### src/rtl/mouse_1351_if.sv
// rtl/mouse_1351_if.sv - HID mouse packet bundle feeding the 1351 emulator
interface mouse_1351_if;
   logic [1:0] mouse_btns;
   logic [7:0] mouse_x;
   logic [7:0] mouse_y;
   logic       mouse_strobe;

   modport master (output mouse_btns, output mouse_x, output mouse_y, output mouse_strobe);
   modport slave  (input  mouse_btns, input  mouse_x, input  mouse_y, input  mouse_strobe);
endinterface

### src/rtl/mouse_1351.sv
// rtl/mouse_1351.sv - Commodore 1351 proportional mouse emulator
// Accumulates USB deltas and drains them per frame into wrapping 6-bit SID pot positions.
module mouse_1351 #(
   parameter int          MAX_STEP  = 31,
   parameter logic [15:0] LFSR_SEED = 16'hACE1
) (
   input  logic                clk,
   input  logic                reset,
   input  logic                enable_i,
   input  logic                tick_i,
   mouse_1351_if.slave         hid_i,
   output logic [7:0]          pot_x_o,
   output logic [7:0]          pot_y_o,
   output logic [4:0]          joy_btn_o
);

   localparam logic signed [9:0]  STEP_MAX = 10'(MAX_STEP);
   localparam logic signed [9:0]  STEP_MIN = -10'(MAX_STEP);
   localparam logic signed [10:0] PEND_MAX = 11'sd511;
   localparam logic signed [10:0] PEND_MIN = -11'sd511;

   logic signed [9:0] pend_x_q, pend_y_q, pend_x_d, pend_y_d;
   logic [5:0]        pos_x_q, pos_y_q, pos_x_d, pos_y_d;
   logic [15:0]       lfsr_q, lfsr_d;
   logic [1:0]        btn_q, btn_d;
   logic signed [9:0] step_x, step_y;
   logic signed [10:0] dx, dy;
   logic [7:0]        pot_x_q, pot_y_q;
   logic [4:0]        joy_btn_q;

   function automatic logic signed [9:0] clamp_step(input logic signed [9:0] p);
      if (p > STEP_MAX)      return STEP_MAX;
      else if (p < STEP_MIN) return STEP_MIN;
      else                   return p;
   endfunction

   // Sum at 11 bits so pend +/- step + delta cannot overflow before saturation.
   function automatic logic signed [9:0] next_pend(input logic signed [9:0]  p,
                                                   input logic signed [9:0]  step,
                                                   input logic signed [10:0] delta);
      logic signed [10:0] s;
      s = $signed({p[9], p}) - $signed({step[9], step}) + delta;
      if (s > PEND_MAX)      return PEND_MAX[9:0];
      else if (s < PEND_MIN) return PEND_MIN[9:0];
      else                   return s[9:0];
   endfunction

   always_comb begin
      step_x = '0;
      step_y = '0;
      dx     = '0;
      dy     = '0;
      btn_d  = btn_q;
      lfsr_d = lfsr_q;
      if (tick_i) begin
         step_x = clamp_step(pend_x_q);
         step_y = clamp_step(pend_y_q);
         lfsr_d = {lfsr_q[14:0], lfsr_q[15] ^ lfsr_q[13] ^ lfsr_q[12] ^ lfsr_q[10]};
      end
      if (hid_i.mouse_strobe) begin
         dx    = $signed({{3{hid_i.mouse_x[7]}}, hid_i.mouse_x});
         // USB Y grows downward, the 1351 grows upward
         dy    = -$signed({{3{hid_i.mouse_y[7]}}, hid_i.mouse_y});
         btn_d = hid_i.mouse_btns;
      end
      pend_x_d = next_pend(pend_x_q, step_x, dx);
      pend_y_d = next_pend(pend_y_q, step_y, dy);
      pos_x_d  = pos_x_q + step_x[5:0];
      pos_y_d  = pos_y_q + step_y[5:0];
   end

   always_ff @(posedge clk) begin
      if (reset) begin
         pend_x_q  <= '0;
         pend_y_q  <= '0;
         pos_x_q   <= '0;
         pos_y_q   <= '0;
         lfsr_q    <= LFSR_SEED;
         btn_q     <= '0;
         pot_x_q   <= 8'hFF;
         pot_y_q   <= 8'hFF;
         joy_btn_q <= '0;
      end else if (!enable_i) begin
         // Open paddle while deselected; position and noise are frozen
         pend_x_q  <= '0;
         pend_y_q  <= '0;
         pot_x_q   <= 8'hFF;
         pot_y_q   <= 8'hFF;
         joy_btn_q <= '0;
      end else begin
         pend_x_q  <= pend_x_d;
         pend_y_q  <= pend_y_d;
         pos_x_q   <= pos_x_d;
         pos_y_q   <= pos_y_d;
         lfsr_q    <= lfsr_d;
         btn_q     <= btn_d;
         pot_x_q   <= {1'b0, pos_x_d, lfsr_d[0]};
         pot_y_q   <= {1'b0, pos_y_d, lfsr_d[1]};
         joy_btn_q <= {btn_d[0], 3'b000, btn_d[1]};
      end
   end

   assign pot_x_o   = pot_x_q;
   assign pot_y_o   = pot_y_q;
   assign joy_btn_o = joy_btn_q;

endmodule

### src/flat_wrapper.sv
// flat-port wrapper written by rule: the top's interface ports become plain ports
module mouse_1351_flat 
#(
   parameter int          MAX_STEP  = 31,
   parameter logic [15:0] LFSR_SEED = 16'hACE1
)
  (clk, reset, enable_i, tick_i, pot_x_o, pot_y_o, joy_btn_o, hid_i_mouse_btns, hid_i_mouse_x, hid_i_mouse_y, hid_i_mouse_strobe);
  mouse_1351_if hid_i_i ();
  input  logic clk;
  input  logic reset;
  input  logic enable_i;
  input  logic tick_i;
  output logic [7:0] pot_x_o;
  output logic [7:0] pot_y_o;
  output logic [4:0] joy_btn_o;
  input wire logic [$bits(hid_i_i.mouse_btns)-1:0] hid_i_mouse_btns;
  input wire logic [$bits(hid_i_i.mouse_x)-1:0] hid_i_mouse_x;
  input wire logic [$bits(hid_i_i.mouse_y)-1:0] hid_i_mouse_y;
  input wire logic [$bits(hid_i_i.mouse_strobe)-1:0] hid_i_mouse_strobe;
  assign hid_i_i.mouse_btns = hid_i_mouse_btns;
  assign hid_i_i.mouse_x = hid_i_mouse_x;
  assign hid_i_i.mouse_y = hid_i_mouse_y;
  assign hid_i_i.mouse_strobe = hid_i_mouse_strobe;
  mouse_1351 #(.MAX_STEP(MAX_STEP), .LFSR_SEED(LFSR_SEED)) u_core (.clk(clk), .reset(reset), .enable_i(enable_i), .tick_i(tick_i), .hid_i(hid_i_i), .pot_x_o(pot_x_o), .pot_y_o(pot_y_o), .joy_btn_o(joy_btn_o));
endmodule
### config.mk
export PLATFORM = sky130hd
export DESIGN_NAME = mouse_1351_flat
export DESIGN_NICKNAME = d
export VERILOG_FILES = /design/src/rtl/mouse_1351_if.sv /design/src/rtl/mouse_1351.sv /design/src/flat_wrapper.sv
export SDC_FILE = /design/constraint.sdc
export NUM_CORES = 1
export LEC_CHECK = 0
export BUFFER_PORTS_ARGS = -buffer_cell sky130_fd_sc_hd__buf_2
export CAP_MARGIN = 40
export CORE_UTILIZATION = 65
export CTS_CLUSTER_SIZE = 20
export DETAILED_ROUTE_END_ITERATION = 8
export HOLD_SLACK_MARGIN = 0.15
export PLACE_DENSITY = 0.87
export SYNTH_ARGS = -nofsm -noshare
export SYNTH_HDL_FRONTEND = slang
export SYNTH_SLANG_ARGS = --single-unit
### constraint.sdc
create_clock -name clk -period 11.54 [get_ports clk]
set_clock_uncertainty 0.2 [all_clocks]
set_input_delay 1.154 -clock clk [delete_from_list [all_inputs] [get_ports clk]]
set_output_delay 1.154 -clock clk [all_outputs]
set_load 0.01 [all_outputs]
==> results of run 1 <==
[cell families (layout without fill, tap and decap cells)]
kind of cell / count (synthesis) / after routing
simple gates: 187 / 187
compound gates: 104 / 104
buf+inv: 103 / 138
flops: 67 / 67
fa+ha+maj: 59 / 59
xor+xnor: 38 / 38
mux: 11 / 11
other cells: 1 / 3
[cell usage in the layout (no fill, tap or decap), types with 3 or more instances in the layout]
master and count:
conb_1 3, dfxtp_1 67, ha_1 35, o211ai_1 3, nor3_1 5, o21ai_1 3
nand3b_1 8, nand2_1 72, o21a_1 8, nor2_1 62, mux2i_1 11, a211o_1 3
xor2_1 15, buf_2 40, nand4_1 3, nand3_1 4, nand2b_1 7, fa_1 22
a21oi_1 33, a211oi_1 7, xnor2_1 23, a21o_1 7, nor4_1 6, inv_1 81
clkbuf_8 10, and2_1 4, o31ai_1 10, nor2b_1 6, o21bai_1 6, o21ai_0 12
[metrics by stage]
stage / area (µm²) / std cells / hold slack (ns)
after floorplan: 4650 / 572 / 0.225
after global routing: 5070 / 703 / 0.271
after detailed placement: 4880 / 687 / 0.247
final: 5070 / 703 / 0.253
after global placement: 4880 / 687 / 0.237
after CTS: 5070 / 703 / 0.256
[layer usage]
layer  up-vias  wire, µm  track usage, %
met5         -         0               0
met4         0       169            9.85
met3        19       537            6.48
met2       113      4470            45.3
met1      1804      4390            36.1
li1       1928         -               -
[tightest hold or removal path: stages, from the launching register on]
cell and delay (ns):
dfxtp_1 0.31, nand2_1 0.05, a21oi_1 0.05
[worst max-delay path by stage]
stage | slack [ns] | endpoint
after floorplan | 6.98 | u_core.pend_x_q[0]
after CTS | 6.80 | u_core.pend_y_q[6]
after detailed placement | 6.51 | u_core.pend_y_q[6]
after global placement | 6.57 | u_core.pend_y_q[2]
after global routing | 6.47 | u_core.pend_y_q[6]
final | 6.75 | u_core.pend_y_q[6]
[state kept, by name, indices dropped and copies added (netlist names)]
| signal | flops |
|---|---|
| u_core.btn_q | 2 |
| u_core.joy_btn_o | 2 |
| u_core.lfsr_q | 16 |
| u_core.pend_x_q | 10 |
| u_core.pend_y_q | 10 |
| u_core.pos_x_q | 6 |
| u_core.pos_y_q | 6 |
| u_core.pot_x_o | 7 |
| u_core.pot_y_o | 8 |
[power by group]
group | switching (µW) | total, µW | internal, µW
Clock | 88.0 | 193 | 105
Combinational | 611 | 1020 | 409
Sequential | 28.8 | 312 | 283
Total | 728 | 1520 | 797
[final cells by class]
cell class,instances,area (µm²)
multi-input combinational,402,2900
inverter,81,304
sequential,67,1340
timing repair buffer,41,208
tap,96,120
fill,520,1760
clock inverter,4,50.0
clock buffer,12,145
==> reports/metrics.cfg, run 1 <==
[synth]
ys_seq_elements=67
synthXorXnorAreaFrac_pct=7.17
yosysMostFrequentCell=inv_1
synth.cells.most_frequent=81 x inv_1, 72 x nand2_1, 67 x dfxtp_1
synth_top_family_by_area=adder cells
yosys-top-cells-area=dfxtp_1 29%, fa_1 9.5%, ha_1 9.4%
syn_inst=570
synth-edff-count=0
synth_top_area_share_pct=28.9
yosysTopAreaCell=dfxtp_1
yosysSeqAreaShare_pct=28.9
synth_cell_types=51
syn_area_per_cell_um2=8.14
synthAdderAreaFrac_pct=19.4
syn_area_um2=4640
async_flop_share_pct=0
ys.flop_type=dfxtp_1
synth-compound-area-share_pct=15.1
synth_mux_area_share_pct=2.37
synth_warnings=0
synth-simple-area-share_pct=18.3

[global_routing]
grt_max_degree=31
grt-ovfl-total=0
grt_antenna_before_repair=0
grt_usage_pct=27.7
grt_first_pass_wirelength_um=16000
grt_pass1_vias=3601

[hold_path]
whs_endpoint=u_core.lfsr_q[8]
hold_class=register to register
hold_path_depth=2
hold_start=u_core.lfsr_q[7]

[setup_path]
ff2ff_setup_slack_ns=6.75
critPathLaunchType=register
cp.depth=16
critPathArrivalTime_ns=4.80
worstPathRequired_ns=11.55
cp_num_buf_inv=2
crit_chain=nand4_1 -> a211o_1 -> ha_1 -> nor2_1 -> o21ai_0 -> inv_1 -> fa_1 -> inv_1 -> ha_1 -> a211oi_1 -> o21bai_1 -> a21oi_1 -> o21ai_0 -> xor2_1 -> nor2_1 -> o31ai_1
reg2reg_to=u_core.pend_y_q[6]
reg2reg_from=u_core.pend_y_q[9]
cp-startpoint=u_core.pend_y_q[9]
crit_fanout=9
cp-end-kind=register
crit_type=register to register
rr_worst_depth=16
critPathMaxStageDelay_ns=0.58
crit_slowest_cell=fa_1
cp_top_family=compound AO/OA/AOI/OAI gates

[job]
maxCapViolations=0

[finish]
layout-drive-gt1-share_pct=10.0
syn2layout_area_growth_pct=9.30
n_antenna_cell=0
fin_nets=682
fin_util_pct=74.2

[floorplanning]
row_count=30
die_area_um2=7480
io_pins=44
dieWidth_um=86.5
die_height_um=86.5
core_um2=6830
start_util_pct=67.9

[cts]
cts_resized=0
htree_levels=3
numCtsBuffers=9
post-cts-setup-buffers=0
cts_tree=built
clock_path_buffers=2
numClockSinks=67
cts_hold_buf=0
clkLatencyLatePin_ns=0.35
cts_root_buffer=clkbuf_8
clk_pin_slew_ns=0.07

[route]
via_per_inst=5.50
postRouteAntennaNets=0
drt_first_iter_violations=194
drc=0
wire_per_inst_um=13.6
first_pass_iters=5
vias=3864
drt-total-wl_um=9560

[sta]
setup_tns_ns=0
fin_crit_sh_pct=41.5
maxSlewHeadroom_pct=49.4
timing.final.crit_period_ns=4.79
fin_ws_ns=6.75
hold_viol_final=0
rsz0062_at_grt=false
tightestPinTransition_ns=0.751
fmax_mhz=209
setup_violations=0
drv_slew=0

[power_and_ir_drop]
max-vdd-ir-drop_mv=0.257
power_density_nw_per_um2=301
finalPower_uw=1520
leakage_uw=0.00233

[status]
status=finished clean

[placement]
io_buffers=40
pre_cts_slack_ns=6.51
gp_congestion=0.848
hpwl_um=7460

Power figures use the tool's default switching activity.
==> run 2, diff against run 1 <==
- CORE_UTILIZATION: 65 -> 54
- PLACE_DENSITY: 0.87 -> 0.78
- clock period: 11.54 -> 4.39 ns (I/O delays scaled with it)
==> reports/metrics.cfg, run 2 (same netlist as run 1, synthesis figures left out) <==
[route]
vias=3909
drt-total-wl_um=9900
via_per_inst=5.42
met3_length_um=546
top_layer=met4
wl_met1_um=4510
drt_first_iter_violations=192
postRouteAntennaNets=0
drc=0
wire_per_inst_um=13.7
wl_met2_um=4620
first_pass_iters=5

[placement]
gp_congestion=0.928
pre_cts_slack_ns=-0.137
hpwl_um=7730
io_buffers=40

[sta]
timing.final.crit_period_ns=4.26
setup_violations=0
maxSlewHeadroom_pct=52.6
hold_viol_final=0
fin_ws_ns=0.126
setup_tns_ns=0
drv_slew=0
fmax_mhz=235
tightestPinTransition_ns=0.694
fin_crit_sh_pct=97.1

[finish]
largest_register=u_core.lfsr_q
fin_nets=691
layout_commonest_cell=inv_1
largest_register_ffs=16
mostFrequentLayoutCells=81 x inv_1, 72 x nand2_1, 62 x dfxtp_1
multi_input_area_um2=2980
layout-drive-gt1-share_pct=14.3
nFillCells=707
syn2layout_area_growth_pct=12.5
n_antenna_cell=0
reg_top3=u_core.lfsr_q: 16 flops, u_core.pend_x_q: 10 flops, u_core.pend_y_q: 10 flops
seq_area_um2=1350

[cts]
numClockSinks=67
cts_tree=built
cts_root_buffer=clkbuf_8
numCtsBuffers=9
htree_levels=3
clkLatencyLatePin_ns=0.34
clk_pin_slew_ns=0.07
clock_path_buffers=2

[setup_path]
reg2reg_to=u_core.pend_x_q[0]
crit_fanout=5
crit_chain=nor4_2 -> a211o_1 -> ha_2 -> buf_4 -> nor2_1 -> nor2_1 -> fa_1 -> inv_1 -> ha_2 -> a2111oi_4 -> o21ai_2 -> nand2_1 -> xnor2_1 -> or4_1 -> o41a_1 -> a31oi_1
cp_top_family=adder cells
crit_slowest_cell=fa_1
reg2reg_from=u_core.pend_x_q[2]
worstPathRequired_ns=4.47
critPathMaxStageDelay_ns=0.54
critPathLaunchType=register
rr_worst_depth=16
cp-end-kind=register
crit_type=register to register
critPathArrivalTime_ns=4.34
ff2ff_setup_slack_ns=0.13
cp_num_buf_inv=2

[hold_path]
whs_endpoint=u_core.joy_btn_o[0]
hold_class=input pin to register
hold_path_depth=3
hold_start=hid_i_mouse_btns[1]

[global_routing]
grt_pass1_vias=3592
grt_first_pass_wirelength_um=16200
grt_max_degree=31
grt_antenna_before_repair=0
grt_usage_pct=23.3
grt-ovfl-total=0

[power_and_ir_drop]
power_density_nw_per_um2=812
max-vdd-ir-drop_mv=0.392
leakage_uw=0.00238

[floorplanning]
dieWidth_um=94.7
die_height_um=94.7
core_um2=8260
start_util_pct=56.2
row_count=33
die_area_um2=8970
io_pins=44

[status]
status=finished clean

[job]
maxCapViolations=0

## run 2: area by class of cell
cell class              instances  share of cell area [%]
repair buffers                 50                    5.27
flip-flops and latches         67                    25.8
clock inverters                 4                   0.480
well taps                     105                    2.52
inverters                      81                    5.83
multi-input cells             402                    57.1
clock buffers                  12                    2.97
## run 2: power by group
part / switching, µW / internal [µW]
Clock: 226 / 234
Combinational: 1710 / 1230
Sequential: 80.4 / 748
Total: 2020 / 2220
## run 2: worst reg2reg max path: stages, from the launching register on
cell	delay, ns
dfxtp_1	0.32
nor4_2	0.30
a211o_1	0.18
ha_2	0.31
buf_4	0.17
nor2_1	0.10
nor2_1	0.08
fa_1	0.54
inv_1	0.05
ha_2	0.32
a2111oi_4	0.37
o21ai_2	0.10
nand2_1	0.08
xnor2_1	0.08
or4_1	0.51
o41a_1	0.33
a31oi_1	0.16
## run 2: worst max path at each step
stage                             startpoint            endpoint  slack [ns]  cells after the start
after floorplan           u_core.pend_x_q[7]  u_core.pend_x_q[0]        0.10                     17
after global placement    u_core.pend_y_q[9]  u_core.pend_y_q[4]        0.09                     16
after detailed placement  u_core.pend_y_q[9]  u_core.pend_y_q[8]       -0.14                     16
after CTS                 u_core.pend_y_q[9]  u_core.pend_y_q[8]       0.006                     16
after global routing      u_core.pend_x_q[2]  u_core.pend_x_q[0]       -0.07                     16
final                     u_core.pend_x_q[2]  u_core.pend_x_q[0]        0.13                     16
## run 2: layer usage
layer  GRT usage, %  up-vias
met5              0        -
met4           9.34        0
met3           3.54       20
met2           38.0      122
met1           30.7     1820
li1               -     1947
## run 2: stage by stage
stage | utilization (%) | hold slack [ns] | area [µm²] | std cells | total power (µW)
after floorplan | - | 0.225 | 4650 | 572 | 2910
after global placement | 59.7 | 0.240 | 4930 | 702 | 3380
after detailed placement | 59.7 | 0.250 | 4930 | 702 | 3480
after CTS | 62.2 | 0.186 | 5140 | 719 | 4030
after global routing | 63.2 | 0.207 | 5220 | 721 | 4620
final | 63.2 | 0.192 | 5220 | 721 | 4240
## run 2: repair_timing
item / in CTS / in global routing
hold buffers: 0 / 0
setup buffers: 1 / 2
pin swaps: 1 / 4
gates resized for setup: 4 / 21
endpoints found under the setup margin: 9 / 19
==> run 3, diff against run 2 <==
- RECOVER_POWER: default -> 50
==> reports/metrics.cfg, run 3 (same netlist as run 1, synthesis figures left out) <==
[global_routing]
grt_max_degree=31
grt_first_pass_wirelength_um=16200
grt_pass1_vias=3592
grt_usage_pct=23.3
grt_antenna_before_repair=0
grt-ovfl-total=0

[setup_path]
critPathArrivalTime_ns=4.34
crit_type=register to register
worstPathRequired_ns=4.46
cp-end-kind=register
crit_fanout=5
ff2ff_setup_slack_ns=0.13
critPathLaunchType=register

[cts]
clock_path_buffers=2
cts_root_buffer=clkbuf_8
clk_pin_slew_ns=0.07
cts_hold_buf=0
clkLatencyLatePin_ns=0.34
numClockSinks=67
cts_tree=built
htree_levels=3
numCtsBuffers=9

[sta]
fin_crit_sh_pct=97.1
timing.final.crit_period_ns=4.26
drv_slew=0
setup_violations=0
fmax_mhz=235
tightestPinTransition_ns=1.09
maxSlewHeadroom_pct=27.0
whs_ns=0.193
hold_viol_final=0

[finish]
reg_top3=u_core.lfsr_q: 16 flops, u_core.pend_x_q: 10 flops, u_core.pend_y_q: 10 flops
largest_register_ffs=16
fin_util_pct=62.9
syn2layout_area_growth_pct=11.9
nFillCells=713
mostFrequentLayoutCells=81 x inv_1, 72 x nand2_1, 62 x dfxtp_1
largest_register=u_core.lfsr_q
instances_no_fill=721
fin_nets=691
layout_commonest_cell=inv_1
layout-drive-gt1-share_pct=11.0
n_antenna_cell=0

[floorplanning]
row_count=33
core_um2=8260
die_area_um2=8970
die_height_um=94.7
start_util_pct=56.2
io_pins=44
dieWidth_um=94.7

[status]
status=finished clean

[power_and_ir_drop]
leakage_uw=0.00234
finalPower_uw=4230
power_density_nw_per_um2=815
max-vdd-ir-drop_mv=0.392

[placement]
place_inst=702
hpwl_um=7730
io_buffers=40
gp_congestion=0.928

[route]
first_pass_iters=5
wire_per_inst_um=13.8
postRouteAntennaNets=0
drt_first_iter_violations=177
via_per_inst=5.42
drc=0
drt-total-wl_um=9970
vias=3907

[hold_path]
hold_class=input pin to register

[job]
maxCapViolations=0

[run 3: changes by cell type in the layout (fill, tap and decap cells not counted), sizes merged]
cell,before,now
buf,50,30
clkbuf,12,32
[run 3: repair_timing]
| item | 4_1_cts | 5_1_grt |
|---|---|---|
| resized for setup | 4 | 21 |
| setup endpoints to repair | 9 | 19 |
| buffers inserted | 1 | 2 |
| pin swaps | 1 | 4 |
[run 3: stage by stage]
step	setup WS, ns	setup TNS, ns	instance area [µm²]
finish	0.129	0	5190
global route	-0.0679	-0.183	5190
CTS	0.00604	0	5140
detailed placement	-0.137	-0.946	4930
global placement	0.0907	0	4930
floorplan	0.100	0	4650
[run 3: final timing paths]
check	start	endpoint	depth (start not counted)
worst max-delay path	u_core.pend_x_q[2]	u_core.pend_x_q[0]	16
worst min-delay path	hid_i_mouse_btns[1]	u_core.joy_btn_o[0]	3
worst max register to register	u_core.pend_x_q[2]	u_core.pend_x_q[0]	16
worst min register to register	u_core.lfsr_q[2]	u_core.lfsr_q[3]	2
[run 3: power by group]
part | switching [µW] | internal, µW | leakage, µW | total, µW
combinational | 1710 | 1230 | 0.00170 | 2940
clock | 226 | 234 | 0.0000884 | 460
sequential | 81.3 | 748 | 0.000554 | 829
total | 2020 | 2210 | 0.00234 | 4230
[run 3: per-layer routing]
layer  track usage [%]  routed length, µm
met1              30.7               4550
met2              38.0               4600
met5                 0                  0
met4              9.34                237
met3              3.54                576
[run 3: worst max-delay path, stage by stage, from the launching register on]
cell       delay [ns]
dfxtp_1          0.32
nor4_2           0.30
a211o_1          0.18
ha_2             0.30
buf_4            0.17
nor2_1           0.10
nor2_1           0.08
fa_1             0.53
inv_1            0.05
ha_2             0.32
a2111oi_4        0.37
o21ai_2          0.10
nand2_1          0.08
xnor2_1          0.08
or4_1            0.51
o41a_1           0.33
a31oi_1          0.16
[run 3: layout make-up]
| cell class | instances | area (µm²) | share of cell area [%] |
|---|---|---|---|
| Multi-Input combinational cell | 402 | 2980 | 57.4 |
| Tap cell | 105 | 131 | 2.53 |
| Timing Repair Buffer | 50 | 248 | 4.77 |
| Inverter | 81 | 304 | 5.86 |
| Clock inverter | 4 | 25.0 | 0.482 |
| Sequential cell | 67 | 1350 | 26.0 |
| Clock buffer | 12 | 155 | 2.99 |
